--- config.mk ---
export PLATFORM = sky130hd
export DESIGN_NAME = pipe_hazard_ctl_flat
export DESIGN_NICKNAME = d
export VERILOG_FILES = /design/src/rtl/pipe_hazard_ctl_if.sv /design/src/rtl/pipe_hazard_ctl.sv /design/src/flat_wrapper.sv
export SDC_FILE = /design/constraint.sdc
export NUM_CORES = 1
export LEC_CHECK = 0
export ABC_AREA = 1
export BUFFER_PORTS_ARGS = -buffer_cell sky130_fd_sc_hd__buf_2
export CAP_MARGIN = 5
export CORE_ASPECT_RATIO = 0.8
export CORE_MARGIN = 2
export CORE_UTILIZATION = 30
export CTS_CLUSTER_DIAMETER = 100
export DETAILED_ROUTE_END_ITERATION = 7
export MAX_ROUTING_LAYER = met4
export PLACE_DENSITY = 0.81
export SETUP_SLACK_MARGIN = 0.05
export SYNTH_ARGS = -nofsm -noshare
export SYNTH_HDL_FRONTEND = slang
export SYNTH_SLANG_ARGS = --single-unit
--- constraint.sdc ---
create_clock -name clk -period 1.5 [get_ports clk]
set_input_delay 0.225 -clock clk [delete_from_list [all_inputs] [get_ports clk]]
set_output_delay 0.225 -clock clk [all_outputs]
set_load 0.1 [all_outputs]
--- src/rtl/pipe_hazard_ctl_if.sv ---
// Hazard/redirect bundle between the pipeline stages and pipe_hazard_ctl.
//   master : stage side, drives hazard requests and branch info, receives
//            stall/flush vectors and the fetch redirect.
//   slave  : pipe_hazard_ctl side.
// Signals:
//   sx_haz      structural busy, bit k-2 = stage k (k = 2..STAGES-2)
//   i_haz       fetch memory busy
//   war_haz     decode operand hazard
//   br_jump     taken branch resolved in stage 2
//   br_target   branch target
//   annul       annul delay slot
//   stall       per-stage freeze, stages 0..STAGES-1
//   flush       per-stage bubble insert, stages 0..STAGES-2
//   jump        fetch redirect
//   jump_target redirect address
//   booting     boot hold active
interface pipe_hazard_ctl_if #(
  parameter int STAGES = 5
);
  logic [STAGES-4:0] sx_haz;
  logic              i_haz;
  logic              war_haz;
  logic              br_jump;
  logic [31:0]       br_target;
  logic              annul;
  logic [STAGES-1:0] stall;
  logic [STAGES-2:0] flush;
  logic              jump;
  logic [31:0]       jump_target;
  logic              booting;

  modport master (
    output sx_haz, i_haz, war_haz, br_jump, br_target, annul,
    input  stall, flush, jump, jump_target, booting
  );

  modport slave (
    input  sx_haz, i_haz, war_haz, br_jump, br_target, annul,
    output stall, flush, jump, jump_target, booting
  );
endinterface

--- src/rtl/pipe_hazard_ctl.sv ---
// Pipeline hazard and boot controller.
// Converts per-stage hazard requests into stall/flush vectors using a fixed
// priority (structural > fetch busy > pure branch > WAR), tracks the previous
// cycle's fetch stall so a branch onto a stalled delay slot freezes fetch
// instead of flushing it, and forces a boot jump for BOOT_HOLD cycles after
// reset release.
// Ports:
//   clk       core clock
//   rst       synchronous reset, active low
//   hz        hazard/redirect bundle (slave side), see pipe_hazard_ctl_if
//   perf_sel  profiling counter select (0..5 valid, 6..7 read 0)
//   perf_clr  clear all profiling counters
//   perf_cnt  selected profiling counter, registered
// Build option: define HAZARD_CTL_PERF_EN to include the saturating per-cause
// stall counters; without it perf_cnt is tied to 0.
module pipe_hazard_ctl #(
  parameter int          STAGES      = 5,
  parameter int          BOOT_HOLD   = 10,
  parameter logic [31:0] BOOT_VECTOR = 32'hBFC00000,
  parameter int          CNT_W       = 32
) (
  input  logic             clk,
  input  logic             rst,
  pipe_hazard_ctl_if.slave hz,
  input  logic [2:0]       perf_sel,
  input  logic             perf_clr,
  output logic [CNT_W-1:0] perf_cnt
);

  localparam int IDX_W = $clog2(STAGES);
  localparam int BC_W  = $clog2(BOOT_HOLD + 1);
  localparam logic [BC_W-1:0]   HOLD_C = BC_W'(BOOT_HOLD);
  localparam logic [STAGES-1:0] ONE_S  = STAGES'(1);

  logic              stall0_q;
  logic [BC_W-1:0]   boot_cnt;
  logic [STAGES-1:0] stall_v;
  logic [STAGES-2:0] flush_v;
  logic              sx_hit;
  logic [IDX_W-1:0]  sx_idx;
  logic              pure_br;
  logic              war;
  logic              win_sx, win_i, win_br, win_war;
  logic              booting_v;

  assign pure_br = hz.br_jump & ~stall0_q;
  // A branch right after a fetch stall lands on a frozen delay slot; it is
  // handled like an operand hazard so fetch is held rather than flushed.
  assign war     = hz.war_haz | (hz.br_jump & stall0_q);

  always_comb begin
    stall_v = '0;
    flush_v = '0;
    sx_hit  = 1'b0;
    sx_idx  = '0;
    win_sx  = 1'b0;
    win_i   = 1'b0;
    win_br  = 1'b0;
    win_war = 1'b0;
    // Later iterations overwrite, so the highest busy stage wins.
    for (int i = 0; i < STAGES - 3; i++) begin
      if (hz.sx_haz[i]) begin
        sx_hit = 1'b1;
        sx_idx = IDX_W'(i + 2);
      end
    end
    if (sx_hit) begin
      win_sx  = 1'b1;
      stall_v = ~(ONE_S << sx_idx);
    end else if (hz.i_haz) begin
      win_i      = 1'b1;
      stall_v[1] = 1'b1;
      flush_v[2] = 1'b1;
    end else if (pure_br) begin
      win_br       = 1'b1;
      flush_v[1:0] = 2'b11;
    end else if (war) begin
      win_war    = 1'b1;
      stall_v[0] = 1'b1;
      flush_v[1] = 1'b1;
    end
    if (hz.annul) flush_v[2:0] = 3'b111;
  end

  always_ff @(posedge clk) begin
    if (!rst) begin
      stall0_q <= 1'b0;
      boot_cnt <= '0;
    end else begin
      stall0_q <= stall_v[0];
      if (boot_cnt != HOLD_C) boot_cnt <= boot_cnt + 1'b1;
    end
  end

  // Held in boot while reset is low too, independent of the counter's
  // pre-reset contents.
  assign booting_v      = ~rst | (boot_cnt != HOLD_C);
  assign hz.stall       = stall_v;
  assign hz.flush       = flush_v;
  assign hz.booting     = booting_v;
  assign hz.jump        = booting_v ? 1'b1 : hz.br_jump;
  assign hz.jump_target = booting_v ? BOOT_VECTOR : hz.br_target;

`ifdef HAZARD_CTL_PERF_EN
  logic [CNT_W-1:0] cnt [6];
  logic [CNT_W-1:0] sel_val;
  logic [5:0]       ev;

  assign ev = {1'b1, hz.annul, win_war, win_br, win_i, win_sx};

  always_comb begin
    sel_val = '0;
    case (perf_sel)
      3'd0:    sel_val = cnt[0];
      3'd1:    sel_val = cnt[1];
      3'd2:    sel_val = cnt[2];
      3'd3:    sel_val = cnt[3];
      3'd4:    sel_val = cnt[4];
      3'd5:    sel_val = cnt[5];
      default: sel_val = '0;
    endcase
  end

  always_ff @(posedge clk) begin
    if (!rst) begin
      perf_cnt <= '0;
      for (int i = 0; i < 6; i++) cnt[i] <= '0;
    end else begin
      perf_cnt <= sel_val;
      for (int i = 0; i < 6; i++) begin
        if (perf_clr)                        cnt[i] <= '0;
        else if (ev[i] && (cnt[i] != '1))    cnt[i] <= cnt[i] + 1'b1;
      end
    end
  end
`else
  logic unused_perf;
  assign unused_perf = ^{perf_sel, perf_clr, win_sx, win_i, win_br, win_war};
  assign perf_cnt    = '0;
`endif

endmodule

--- src/flat_wrapper.sv ---
// flat-port wrapper written by rule: the top's interface ports become plain ports
module pipe_hazard_ctl_flat 
#(
  parameter int          STAGES      = 5,
  parameter int          BOOT_HOLD   = 10,
  parameter logic [31:0] BOOT_VECTOR = 32'hBFC00000,
  parameter int          CNT_W       = 32
)
  (clk, rst, perf_sel, perf_clr, perf_cnt, hz_sx_haz, hz_i_haz, hz_war_haz, hz_br_jump, hz_br_target, hz_annul, hz_stall, hz_flush, hz_jump, hz_jump_target, hz_booting);
  pipe_hazard_ctl_if #(.STAGES(STAGES)) hz_i ();
  input  logic clk;
  input  logic rst;
  input  logic [2:0] perf_sel;
  input  logic perf_clr;
  output logic [CNT_W-1:0] perf_cnt;
  input wire logic [$bits(hz_i.sx_haz)-1:0] hz_sx_haz;
  input wire logic [$bits(hz_i.i_haz)-1:0] hz_i_haz;
  input wire logic [$bits(hz_i.war_haz)-1:0] hz_war_haz;
  input wire logic [$bits(hz_i.br_jump)-1:0] hz_br_jump;
  input wire logic [$bits(hz_i.br_target)-1:0] hz_br_target;
  input wire logic [$bits(hz_i.annul)-1:0] hz_annul;
  output wire logic [$bits(hz_i.stall)-1:0] hz_stall;
  output wire logic [$bits(hz_i.flush)-1:0] hz_flush;
  output wire logic [$bits(hz_i.jump)-1:0] hz_jump;
  output wire logic [$bits(hz_i.jump_target)-1:0] hz_jump_target;
  output wire logic [$bits(hz_i.booting)-1:0] hz_booting;
  assign hz_i.sx_haz = hz_sx_haz;
  assign hz_i.i_haz = hz_i_haz;
  assign hz_i.war_haz = hz_war_haz;
  assign hz_i.br_jump = hz_br_jump;
  assign hz_i.br_target = hz_br_target;
  assign hz_i.annul = hz_annul;
  assign hz_stall = hz_i.stall;
  assign hz_flush = hz_i.flush;
  assign hz_jump = hz_i.jump;
  assign hz_jump_target = hz_i.jump_target;
  assign hz_booting = hz_i.booting;
  pipe_hazard_ctl #(.STAGES(STAGES), .BOOT_HOLD(BOOT_HOLD), .BOOT_VECTOR(BOOT_VECTOR), .CNT_W(CNT_W)) u_core (.clk(clk), .rst(rst), .hz(hz_i), .perf_sel(perf_sel), .perf_clr(perf_clr), .perf_cnt(perf_cnt));
endmodule
After elaboration in Yosys (flattened, before gate mapping):

Cells that the tools add are included.

* logic and storage cells: 29
* bits in registers: 5
* output and inout port bits: 75
* input port bits: 44

* shift operators: 1
* add/sub/neg operators: 1
* equal/unequal tests: 1
* bitwise gates (word level): 7
* multiplexer cells: 17

Operators by type and width (count)
* 32-bit two-way mux: 1
* 1-bit two-way mux: 9
* 3-bit two-way mux: 3
* 2-bit two-way mux: 4
* 5-bit inverter: 1
* 1-bit by 2-bit << shifter with 5-bit output, first input constant: 1
* 4-bit by 1-bit adder with 4-bit output, second input constant: 1
* 4-bit != test, second input constant: 1
* 1-bit bitwise AND: 2
* 1-bit inverter: 2
* 1-bit OR: 2

Logic depth before layout (Yosys ltp):

Gate-level depths: netlist (run 1).

* depth in word-level cells: 7
* mapped depth: 7
* mapped depth without buffers: 7

Worst setup path before layout (run 1):

No wires, ideal clock.

* path kind: in2out
* start point: input port hz_sx_haz[0]
* end point: output port hz_flush[1]
* setup slack: -2.111 ns
* arrival: 3.386 ns
* required time: 1.275 ns
* cell stages on the path: 3
* path buffers: 0
* cells stage by stage: nor2_1 -> nand2_1 -> o21ai_0

* word-level cells in the longest chain between the ends: 4

Ends and longest elaborated chain
* start: declaration: line flat_wrapper.sv:16 `input wire logic [$bits(hz_i.sx_haz)-1:0] hz_sx_haz;`
* 1-bit two-way mux (2 in a row): line pipe_hazard_ctl.sv:62 `if (hz.sx_haz[i]) begin`
* 3-bit two-way mux: line pipe_hazard_ctl.sv:67 `if (sx_hit) begin`
* 3-bit two-way mux: line pipe_hazard_ctl.sv:82 `if (hz.annul) flush_v[2:0] = 3'b111;`
* end: declaration: line flat_wrapper.sv:23 `output wire logic [$bits(hz_i.flush)-1:0] hz_flush;`

No other way between the ends.

Final worst setup path (run 1):

* start point: register u_core.boot_cnt[0]
* end point: output port hz_jump_target[20]

* word-level cells in the longest chain between the ends: 3

Ends and longest elaborated chain
* start: declaration: line pipe_hazard_ctl.sv:36 `logic [BC_W-1:0] boot_cnt;`
* start signal: assignment: line pipe_hazard_ctl.sv:91 `if (boot_cnt != HOLD_C) boot_cnt <= boot_cnt + 1'b1;`
* 4-bit != test: line pipe_hazard_ctl.sv:97 `assign booting_v = ~rst | (boot_cnt != HOLD_C);`
* 1-bit OR: line pipe_hazard_ctl.sv:97
* 32-bit two-way mux: line pipe_hazard_ctl.sv:102 `assign hz.jump_target = booting_v ? BOOT_VECTOR : hz.br_target;`
* end: declaration: line flat_wrapper.sv:25 `output wire logic [$bits(hz_i.jump_target)-1:0] hz_jump_target;`

No other way between the ends.

==> results of run 1 <==
[worst min path at each step]
stage | startpoint | end | slack [ns]
global placement | u_core.boot_cnt[0] | u_core.boot_cnt[0] | 0.49
floorplan | rst | u_core.boot_cnt[3] | 0.35
CTS | rst | u_core.boot_cnt[3] | 0.27
finish | rst | u_core.boot_cnt[3] | 0.28
global route | rst | u_core.boot_cnt[3] | 0.28
detailed placement | u_core.boot_cnt[0] | u_core.boot_cnt[0] | 0.50
[placed cells by master (no fill, tap or decap), drive strengths merged]
cell type / instances
a21oi: 1
buf: 94
clkbuf: 4
conb: 33
dfxtp: 5
diode: 1
ha: 2
inv: 32
nand2: 18
nand3: 1
nor2: 30
nor3: 2
o21ai: 3
or2: 10
xnor2: 1
[per-stage QoR]
| step | utilization, % | cell area (um2) | cells |
|---|---|---|---|
| 3_3_place_gp | 80.1 | 2020 | 264 |
| 6_report | 84.0 | 2120 | 273 |
| 4_1_cts | 83.5 | 2110 | 271 |
| 3_5_place_dp | 80.1 | 2020 | 264 |
| 2_1_floorplan | - | 1240 | 175 |
| 5_1_grt | 84.0 | 2120 | 273 |
[sequential cells by signal, summed over array words and instances, names as in the netlist]
| name | count |
|---|---|
| u_core.boot_cnt | 4 |
| u_core.stall0_q | 1 |
[final cells by class]
cell class | count | area (um2) | area share [%]
timing repair buffer | 94 | 1090 | 51.4
multi-input combinational | 101 | 733 | 34.6
inverter | 32 | 120 | 5.67
sequential | 5 | 103 | 4.84
tap | 36 | 45.0 | 2.13
clock buffer | 4 | 26.3 | 1.24
antenna | 1 | 2.50 | 0.118
[repair_timing]
action / 4_1_cts / 5_1_grt
resized for setup: 11 / 1
hold buffers: 0 / 0
setup endpoints to repair: 35 / 35
setup buffers: 2 / 1
gates cloned: 1 / 0
endpoints found under the hold margin: 0 / 0
pin swaps: 6 / 3
[metal layers]
metal  wire length, um  share of wire, %
met5                 0                 0
met4               119               3.2
met3               295               8.0
met2              2060                56
met1              1200                33
[worst max-delay path, stage by stage, from the launching register on]
cell	delay (ns)
dfxtp_2	0.31
inv_2	0.06
ha_4	0.13
nand2_4	0.05
nor2_4	0.15
nand2_4	0.13
buf_12	0.18
nor2_4	0.13
buf_12	0.19
[synthesized netlist by cell type]
| master | number | area, um2 |
|---|---|---|
| a21oi_1 | 1 | 5.00 |
| buf_2 | 2 | 10.0 |
| buf_4 | 34 | 255 |
| buf_6 | 1 | 11.3 |
| clkbuf_1 | 1 | 3.75 |
| conb_1 | 1 | 3.75 |
| dfxtp_1 | 5 | 100 |
| ha_1 | 2 | 25.0 |
| inv_1 | 32 | 120 |
| nand2_1 | 15 | 56.3 |
| nand2_2 | 2 | 12.5 |
| nand3_1 | 1 | 5.00 |
| nor2_1 | 29 | 109 |
| nor2_4 | 1 | 11.3 |
| nor3_1 | 2 | 10.0 |
| o21ai_0 | 3 | 15.0 |
| or2_1 | 6 | 37.5 |
| or2_2 | 4 | 25.0 |
| xnor2_1 | 1 | 8.76 |
[power groups by stage]
stage          registers (mW)  logic, mW  clock network, mW
2_1_floorplan           0.155      0.603                  0
3_3_place_gp            0.154      0.633                  0
3_5_place_dp            0.154      0.645                  0
4_1_cts                 0.152      0.650              0.160
5_1_grt                 0.154      0.683              0.171
6_report                0.153      0.662              0.154
[logic make-up after synthesis]
group           Yosys count
fa+ha+maj                 2
xor+xnor                  1
buf+inv                  70
other cells               1
compound gates            4
simple gates             60
flops                     5
==> results.py, run 1 <==
metrics = {
    "global_route": {
        "globalRouteMet1Util_pct": 22.6,
        "gr-total-overflow": 0,
        "grt-busiest-layer": "met2",
        "grt_pass1_wl_mm": 5.54,
        "antenna_found_initial": 1,
        "grtUsageTotal_pct": 23.5,
        "grt_max_degree": 9,
        "grt_use_met2_pct": 45.9,
        "use_met3_pct": 6.39,
        "first_global_vias": 1081,
    },
    "placement": {
        "post-place-ws_ns": -0.105,
        "port_buffers": 81,
        "routabilityCongestion": 0.744,
        "hpwl_mm": 2.88,
    },
    "detailed_routing": {
        "wl_per_cell_um": 13.5,
        "viasPerCell": 3.97,
        "vias": 1084,
        "wl_mm": 3.67,
        "drt_pass1_iterations": 4,
        "ant_nets": 0,
        "drt_iter0_drc": 26,
        "drc_errors": 0,
    },
    "layout": {
        "nFillCells": 131,
        "syn2layout_area_growth_pct": 157,
        "drive_above_1_share_pct": 61.4,
        "final_nets": 283,
    },
    "worst_setup_path": {
        "end_kind": "output pin",
        "r2r_start": "u_core.boot_cnt[0]",
        "ff2ff_setup_slack_ns": 0.28,
        "arrival_ns": 1.58,
        "critPathMaxFanout": 8,
        "startpoint_type": "flop",
        "timing.rr.end": "u_core.boot_cnt[0]",
        "worstPathRequired_ns": 1.27,
        "endpoint": "hz_jump_target[20]",
        "critPathKind": "flop to output pin",
        "r2r_cells": 9,
        "startpoint": "u_core.boot_cnt[0]",
    },
    "clocking": {
        "cts_buffer_depth": 2,
        "cts_max_level": 1,
        "clk_pin_slew_worst_paths_ns": 0.04,
        "clock-sinks": 5,
        "clock_latency_ns": 0.24,
        "cts-root-buf": "clkbuf_4",
        "cts_tree": "built",
        "numCtsBuffers": 3,
    },
    "sta": {
        "final_max_slew_viol_count": 0,
        "hold_violations": 0,
        "whs_ns": 0.281,
        "final.setup_skew_ns": 0.00252,
        "fmax_mhz": 554,
        "finalSetupViolCount": 34,
        "fin_setup_tns_ns": -8.43,
        "rsz0062_at_grt": "true",
        "fin_crit_sh_pct": 120,
        "period_needed_ns": 1.81,
        "fin_ws_ns": -0.306,
    },
    "hold_path": {
        "hold_class": "primary input to flop",
        "whs_path_depth": 3,
    },
    "logic_synthesis": {
        "yosysSeqAreaShare_pct": 12.1,
        "ys_types": 19,
        "yosysWarnings": 0,
        "netlist_area_um2": 825,
        "synth-seq-cells": 5,
        "synth_compound_area_share_pct": 2.43,
        "syn-instance-count": 143,
        "synth_xor_area_share_pct": 1.06,
        "synth-simple-area-share_pct": 32.3,
        "synth.area.mux_share_pct": 0,
        "synthAdderAreaFrac_pct": 3.03,
        "avgSynthCellArea_um2": 5.77,
        "synth_top_family_by_area": "buffers and inverters",
    },
    "power_and_ir_drop": {
        "finalPower_uw": 969,
        "p_per_area_nw_per_um2": 457,
        "pwr-share-comb_pct": 68.3,
        "p_switching_uw": 617,
        "internal_power_uw": 352,
        "clkPwrFrac_pct": 15.9,
        "swShare_pct": 63.7,
        "p_leak_nw": 1.10,
        "irDropWorstVdd_uv": 568,
        "power_frac_seq_pct": 15.8,
    },
    "floorplan": {
        "io_pins": 119,
        "fp.dieH_um": 50.9,
        "die_w_um": 62.6,
        "initial_core_util_pct": 32.7,
        "die-area_um2": 3190,
        "coreArea_um2": 2520,
        "rows": 16,
    },
    "run_status": {
        "outcome": "finished with violations",
        "violations": "setup timing",
    },
    "run": {
        "cap_violations": 0,
    },
}
Note: power is estimated with default switching activity, not from simulation.
==> run 2, diff against run 1 <==
- SETUP_SLACK_MARGIN: 0.05 -> 0.02
==> run 2 against run 1 <==
Compared with the run above: sequential share of layout area did not move; worst setup slack about the same; count of clock-buffer cells in the layout unchanged; sequential power about the same; wire length increased by 0.16%; the run still ends with setup timing left; clock skew did not move; via count down 0.37%; first-iteration DRC count fell by 12%; global-route usage did not move; highest routed layer unchanged; total power about the same.
==> results.py, run 2 (synthesis gave the netlist of run 1 again) <==
metrics = {
    "layout": {
        "largest_reg_flops": 4,
        "syn2layout_area_growth_pct": 157,
        "fin_area_um2": 2120,
        "final_nets": 283,
        "final_common_cell": "buf_2",
        "utilization_pct": 84.0,
        "largest-register": "u_core.boot_cnt",
        "reg_top3": "u_core.boot_cnt: 4 flops, u_core.stall0_q: 1 flops",
        "final_cell_mix": "43 x buf_2, 38 x buf_12, 33 x conb_1",
        "drive_above_1_share_pct": 61.4,
    },
    "worst_setup_path": {
        "startpoint_type": "flop",
        "critPathMaxFanout": 8,
        "worstPathRequired_ns": 1.27,
        "end_kind": "output pin",
        "critPathKind": "flop to output pin",
        "arrival_ns": 1.58,
    },
    "detailed_routing": {
        "wl_per_cell_um": 13.5,
        "vias": 1080,
        "ant_nets": 0,
        "wl_mm": 3.68,
        "drt_iter0_drc": 23,
        "drt_pass1_iterations": 4,
        "viasPerCell": 3.96,
        "drc_errors": 0,
    },
    "placement": {
        "placed_area_um2": 2020,
        "port_buffers": 81,
        "routabilityCongestion": 0.744,
        "hpwl_mm": 2.88,
    },
    "clocking": {
        "postCtsHoldBufs": 0,
        "cts-root-buf": "clkbuf_4",
        "clk_pin_slew_worst_paths_ns": 0.04,
        "clock-sinks": 5,
        "cts_max_level": 1,
        "cts_tree": "built",
        "numCtsBuffers": 3,
        "clock_latency_ns": 0.24,
        "cts_buffer_depth": 2,
    },
    "sta": {
        "fmax_mhz": 554,
        "hold_violations": 0,
        "fin_crit_sh_pct": 120,
        "rsz0062_at_grt": "true",
        "final_max_slew_viol_count": 0,
        "fin_ws_ns": -0.306,
        "finalSetupViolCount": 34,
        "period_needed_ns": 1.81,
        "final.setup_skew_ns": 0.00252,
    },
    "floorplan": {
        "coreArea_um2": 2520,
        "die_w_um": 62.6,
        "die-area_um2": 3190,
        "io_pins": 119,
        "initial_core_util_pct": 32.7,
        "rows": 16,
        "fp.dieH_um": 50.9,
    },
    "power_and_ir_drop": {
        "irDropWorstVdd_uv": 568,
        "p_per_area_nw_per_um2": 457,
        "p_leak_nw": 1.10,
    },
    "hold_path": {
        "hold_class": "primary input to flop",
    },
    "global_route": {
        "first_global_vias": 1081,
        "grtUsageTotal_pct": 23.5,
        "antenna_found_initial": 1,
        "gr-total-overflow": 0,
        "grt_max_degree": 9,
        "grt_pass1_wl_mm": 5.54,
    },
    "run_status": {
        "outcome": "finished with violations",
        "violations": "setup timing",
    },
    "run": {
        "cap_violations": 0,
    },
}
run 2: cell counts in the layout (fill, tap and decap cells not counted):
Identical to the previous run, type by type.
run 2: metrics by stage:
step	TNS (ns)	cells	hold slack [ns]	power, mW	setup slack, ns
floorplan	-3.76	175	0.345	0.758	-0.204
global placement	-0.367	264	0.490	0.787	-0.0548
detailed placement	-1.19	264	0.500	0.799	-0.105
CTS	-8.66	271	0.271	0.962	-0.286
global route	-10.86	273	0.282	1.01	-0.377
finish	-8.43	273	0.283	0.969	-0.306
run 2: power by group:
part	switching [mW]	leakage (nW)	internal [mW]
Clock	0.0538	0.0150	0.100
Sequential	0.00921	0.0418	0.144
Combinational	0.554	1.04	0.108
run 2: cell type report:
class | count | area [um2]
Antenna cell | 1 | 2.50
Clock buffer | 4 | 26.3
Fill cell | 131 | 404
Inverter | 32 | 120
Multi-Input combinational cell | 101 | 733
Sequential cell | 5 | 103
Tap cell | 36 | 45.0
Timing Repair Buffer | 94 | 1090
run 2: final timing paths:
| kind | startpoint | endpoint | slack [ns] | cells past startpoint |
|---|---|---|---|---|
| worst max register to register | u_core.boot_cnt[0] | u_core.boot_cnt[0] | 0.28 | 9 |
| worst min-delay path | rst | u_core.boot_cnt[3] | 0.28 | 3 |
| worst max-delay path | u_core.boot_cnt[0] | hz_jump_target[20] | -0.31 | 8 |
| worst min register to register | u_core.boot_cnt[0] | u_core.boot_cnt[0] | 0.56 | 3 |
run 2: repair_timing:
item,in CTS,in global routing
resized for setup,11,1
buffers inserted,2,1
pin swaps,5,3
gates cloned,1,0
endpoints found under the setup margin,34,35
run 2: worst max-delay path: stages, from the launching register on:
cell,delay (ns)
dfxtp_2,0.31
inv_2,0.06
ha_4,0.13
nand2_4,0.05
nor2_4,0.15
nand2_4,0.13
buf_12,0.18
nor2_4,0.13
buf_12,0.19
run 2: per-layer routing:
layer | global-route usage, % | share of wire, % | vias to the layer above
met4 | 8.52 | 3.2 | 0
met1 | 22.6 | 33 | 479
li1 | - | - | 525
met5 | - | 0 | -
met3 | 6.39 | 7.9 | 10
met2 | 45.9 | 56 | 66
==> run 3, diff against run 2 <==
==> constraint.sdc (replaced) <==
create_clock -name clk -period 1.5 [get_ports clk]
set_input_delay 0.225 -clock clk [delete_from_list [all_inputs] [get_ports clk]]
set_output_delay 0.225 -clock clk [all_outputs]
set_load 0.005 [all_outputs]
==> run 3 against run 2 <==
Compared with the run above: the flow still finishes with violations (setup timing); clock skew hardly changed; sequential share of layout area is 2.0 points higher; critical endpoint is now hz_jump_target[23]; register-to-register slack worse by 0.13 ns.
==> results.py, run 3 (synthesis gave the netlist of run 1 again) <==
metrics = {
    "floorplan": {
        "io_pins": 119,
        "fp.dieH_um": 50.9,
        "die-area_um2": 3190,
        "rows": 16,
        "die_w_um": 62.6,
        "initial_core_util_pct": 32.7,
        "coreArea_um2": 2520,
    },
    "sta": {
        "fin_setup_tns_ns": -5.74,
        "fin_crit_sh_pct": 114,
        "finalSetupViolCount": 34,
        "final_max_slew_viol_count": 0,
        "fin_ws_ns": -0.205,
        "final.setup_skew_ns": 0.00239,
        "hold_violations": 0,
        "whs_ns": 0.290,
        "rsz0062_at_grt": "true",
        "period_needed_ns": 1.70,
        "fmax_mhz": 587,
    },
    "detailed_routing": {
        "viasPerCell": 3.69,
        "drc_errors": 0,
        "vias": 1021,
        "wl_per_cell_um": 9.28,
        "wl_mm": 2.57,
        "ant_nets": 0,
        "drt_pass1_iterations": 2,
        "drt_iter0_drc": 10,
    },
    "placement": {
        "placed_area_um2": 1180,
        "port_buffers": 81,
        "routabilityCongestion": 0.785,
        "hpwl_mm": 1.80,
        "dp.cells": 263,
        "post-place-ws_ns": -0.0767,
    },
    "worst_setup_path": {
        "critPathKind": "flop to output pin",
        "startpoint_type": "flop",
        "end_kind": "output pin",
        "r2r_cells": 10,
        "critPathSlowestCell": "dfxtp_2",
        "worstPathCellList": "inv_2 -> ha_4 -> nand2_4 -> nor2_4 -> nand2_2 -> or2_4 -> buf_6",
        "worstPathRequired_ns": 1.27,
        "arrival_ns": 1.48,
        "cp_slowest_stage_delay_ns": 0.32,
        "critPathMaxFanout": 4,
    },
    "clocking": {
        "clk_pin_slew_worst_paths_ns": 0.05,
        "cts_tree": "built",
        "cts_max_level": 1,
        "cts_buffer_depth": 2,
        "clock_latency_ns": 0.24,
        "clock-sinks": 5,
        "cts-root-buf": "clkbuf_4",
        "numCtsBuffers": 3,
    },
    "hold_path": {
        "hold_class": "primary input to flop",
        "whs_path_depth": 3,
    },
    "global_route": {
        "grt_pass1_wl_mm": 3.51,
        "first_global_vias": 836,
        "gr-total-overflow": 0,
        "antenna_found_initial": 0,
        "grt_max_degree": 13,
        "grtUsageTotal_pct": 13.8,
    },
    "layout": {
        "final_common_cell": "buf_2",
        "utilization_pct": 59.8,
        "drive_above_1_share_pct": 56.0,
        "stdcell_count": 277,
        "final_cell_mix": "77 x buf_2, 33 x conb_1, 31 x inv_1",
        "largest_reg_flops": 4,
        "n_antenna_cell": 0,
        "final_nets": 288,
        "nFillCells": 245,
        "syn2layout_area_growth_pct": 82.9,
        "fin_area_um2": 1510,
        "reg_top3": "u_core.boot_cnt: 4 flops, u_core.stall0_q: 1 flops",
        "largest-register": "u_core.boot_cnt",
    },
    "power_and_ir_drop": {
        "p_leak_nw": 0.961,
        "irDropWorstVdd_uv": 357,
        "finalPower_uw": 484,
        "p_per_area_nw_per_um2": 321,
    },
    "run_status": {
        "outcome": "finished with violations",
        "violations": "setup timing",
    },
    "run": {
        "cap_violations": 0,
    },
}
==> run 3: final cells by class <==
type / instances / area (um2) / share of cell area [%]
Timing Repair Buffer: 98 / 606 / 40.2
Tap cell: 36 / 45.0 / 2.99
Multi-Input combinational cell: 102 / 608 / 40.3
Clock buffer: 4 / 26.3 / 1.74
Sequential cell: 5 / 103 / 6.80
Inverter: 32 / 120 / 7.97
==> run 3: what timing repair did <==
action	4_1_cts	5_1_grt
setup buffers	3	4
hold buffers	0	0
endpoints found under the setup margin	34	34
cloned	1	2
pin swaps	4	5
resized for setup	20	36
==> run 3: path summary, 6_finish.rpt <==
| check | end | startpoint | slack, ns |
|---|---|---|---|
| max | hz_jump_target[23] | u_core.boot_cnt[0] | -0.20 |
| max reg2reg | u_core.boot_cnt[0] | u_core.boot_cnt[0] | 0.15 |
| min | u_core.boot_cnt[3] | rst | 0.29 |
| min reg2reg | u_core.boot_cnt[3] | u_core.boot_cnt[3] | 0.57 |
==> run 3: layer usage <==
metal / vias to the layer above / routed length [um] / GRT usage (%)
met5: - / 0 / -
met4: 0 / 14 / 4.44
met3: 2 / 137 / 1.76
met2: 43 / 1520 / 27.4
met1: 438 / 896 / 14.2
li1: 538 / - / -
==> run 3: critical path, delay by kind of cell (launching register included) <==
family | cells | cell delay (ns)
buf+inv | 2 | 0.18
simple gates | 4 | 0.59
fa+ha+maj | 1 | 0.13
flops | 1 | 0.32
==> run 3: power breakdown <==
part / leakage (nW) / switching [mW] / total (mW) / internal (mW)
Sequential: 0.0418 / 0.00763 / 0.151 / 0.143
Combinational: 0.904 / 0.0949 / 0.173 / 0.0783
Clock: 0.0150 / 0.0591 / 0.160 / 0.101
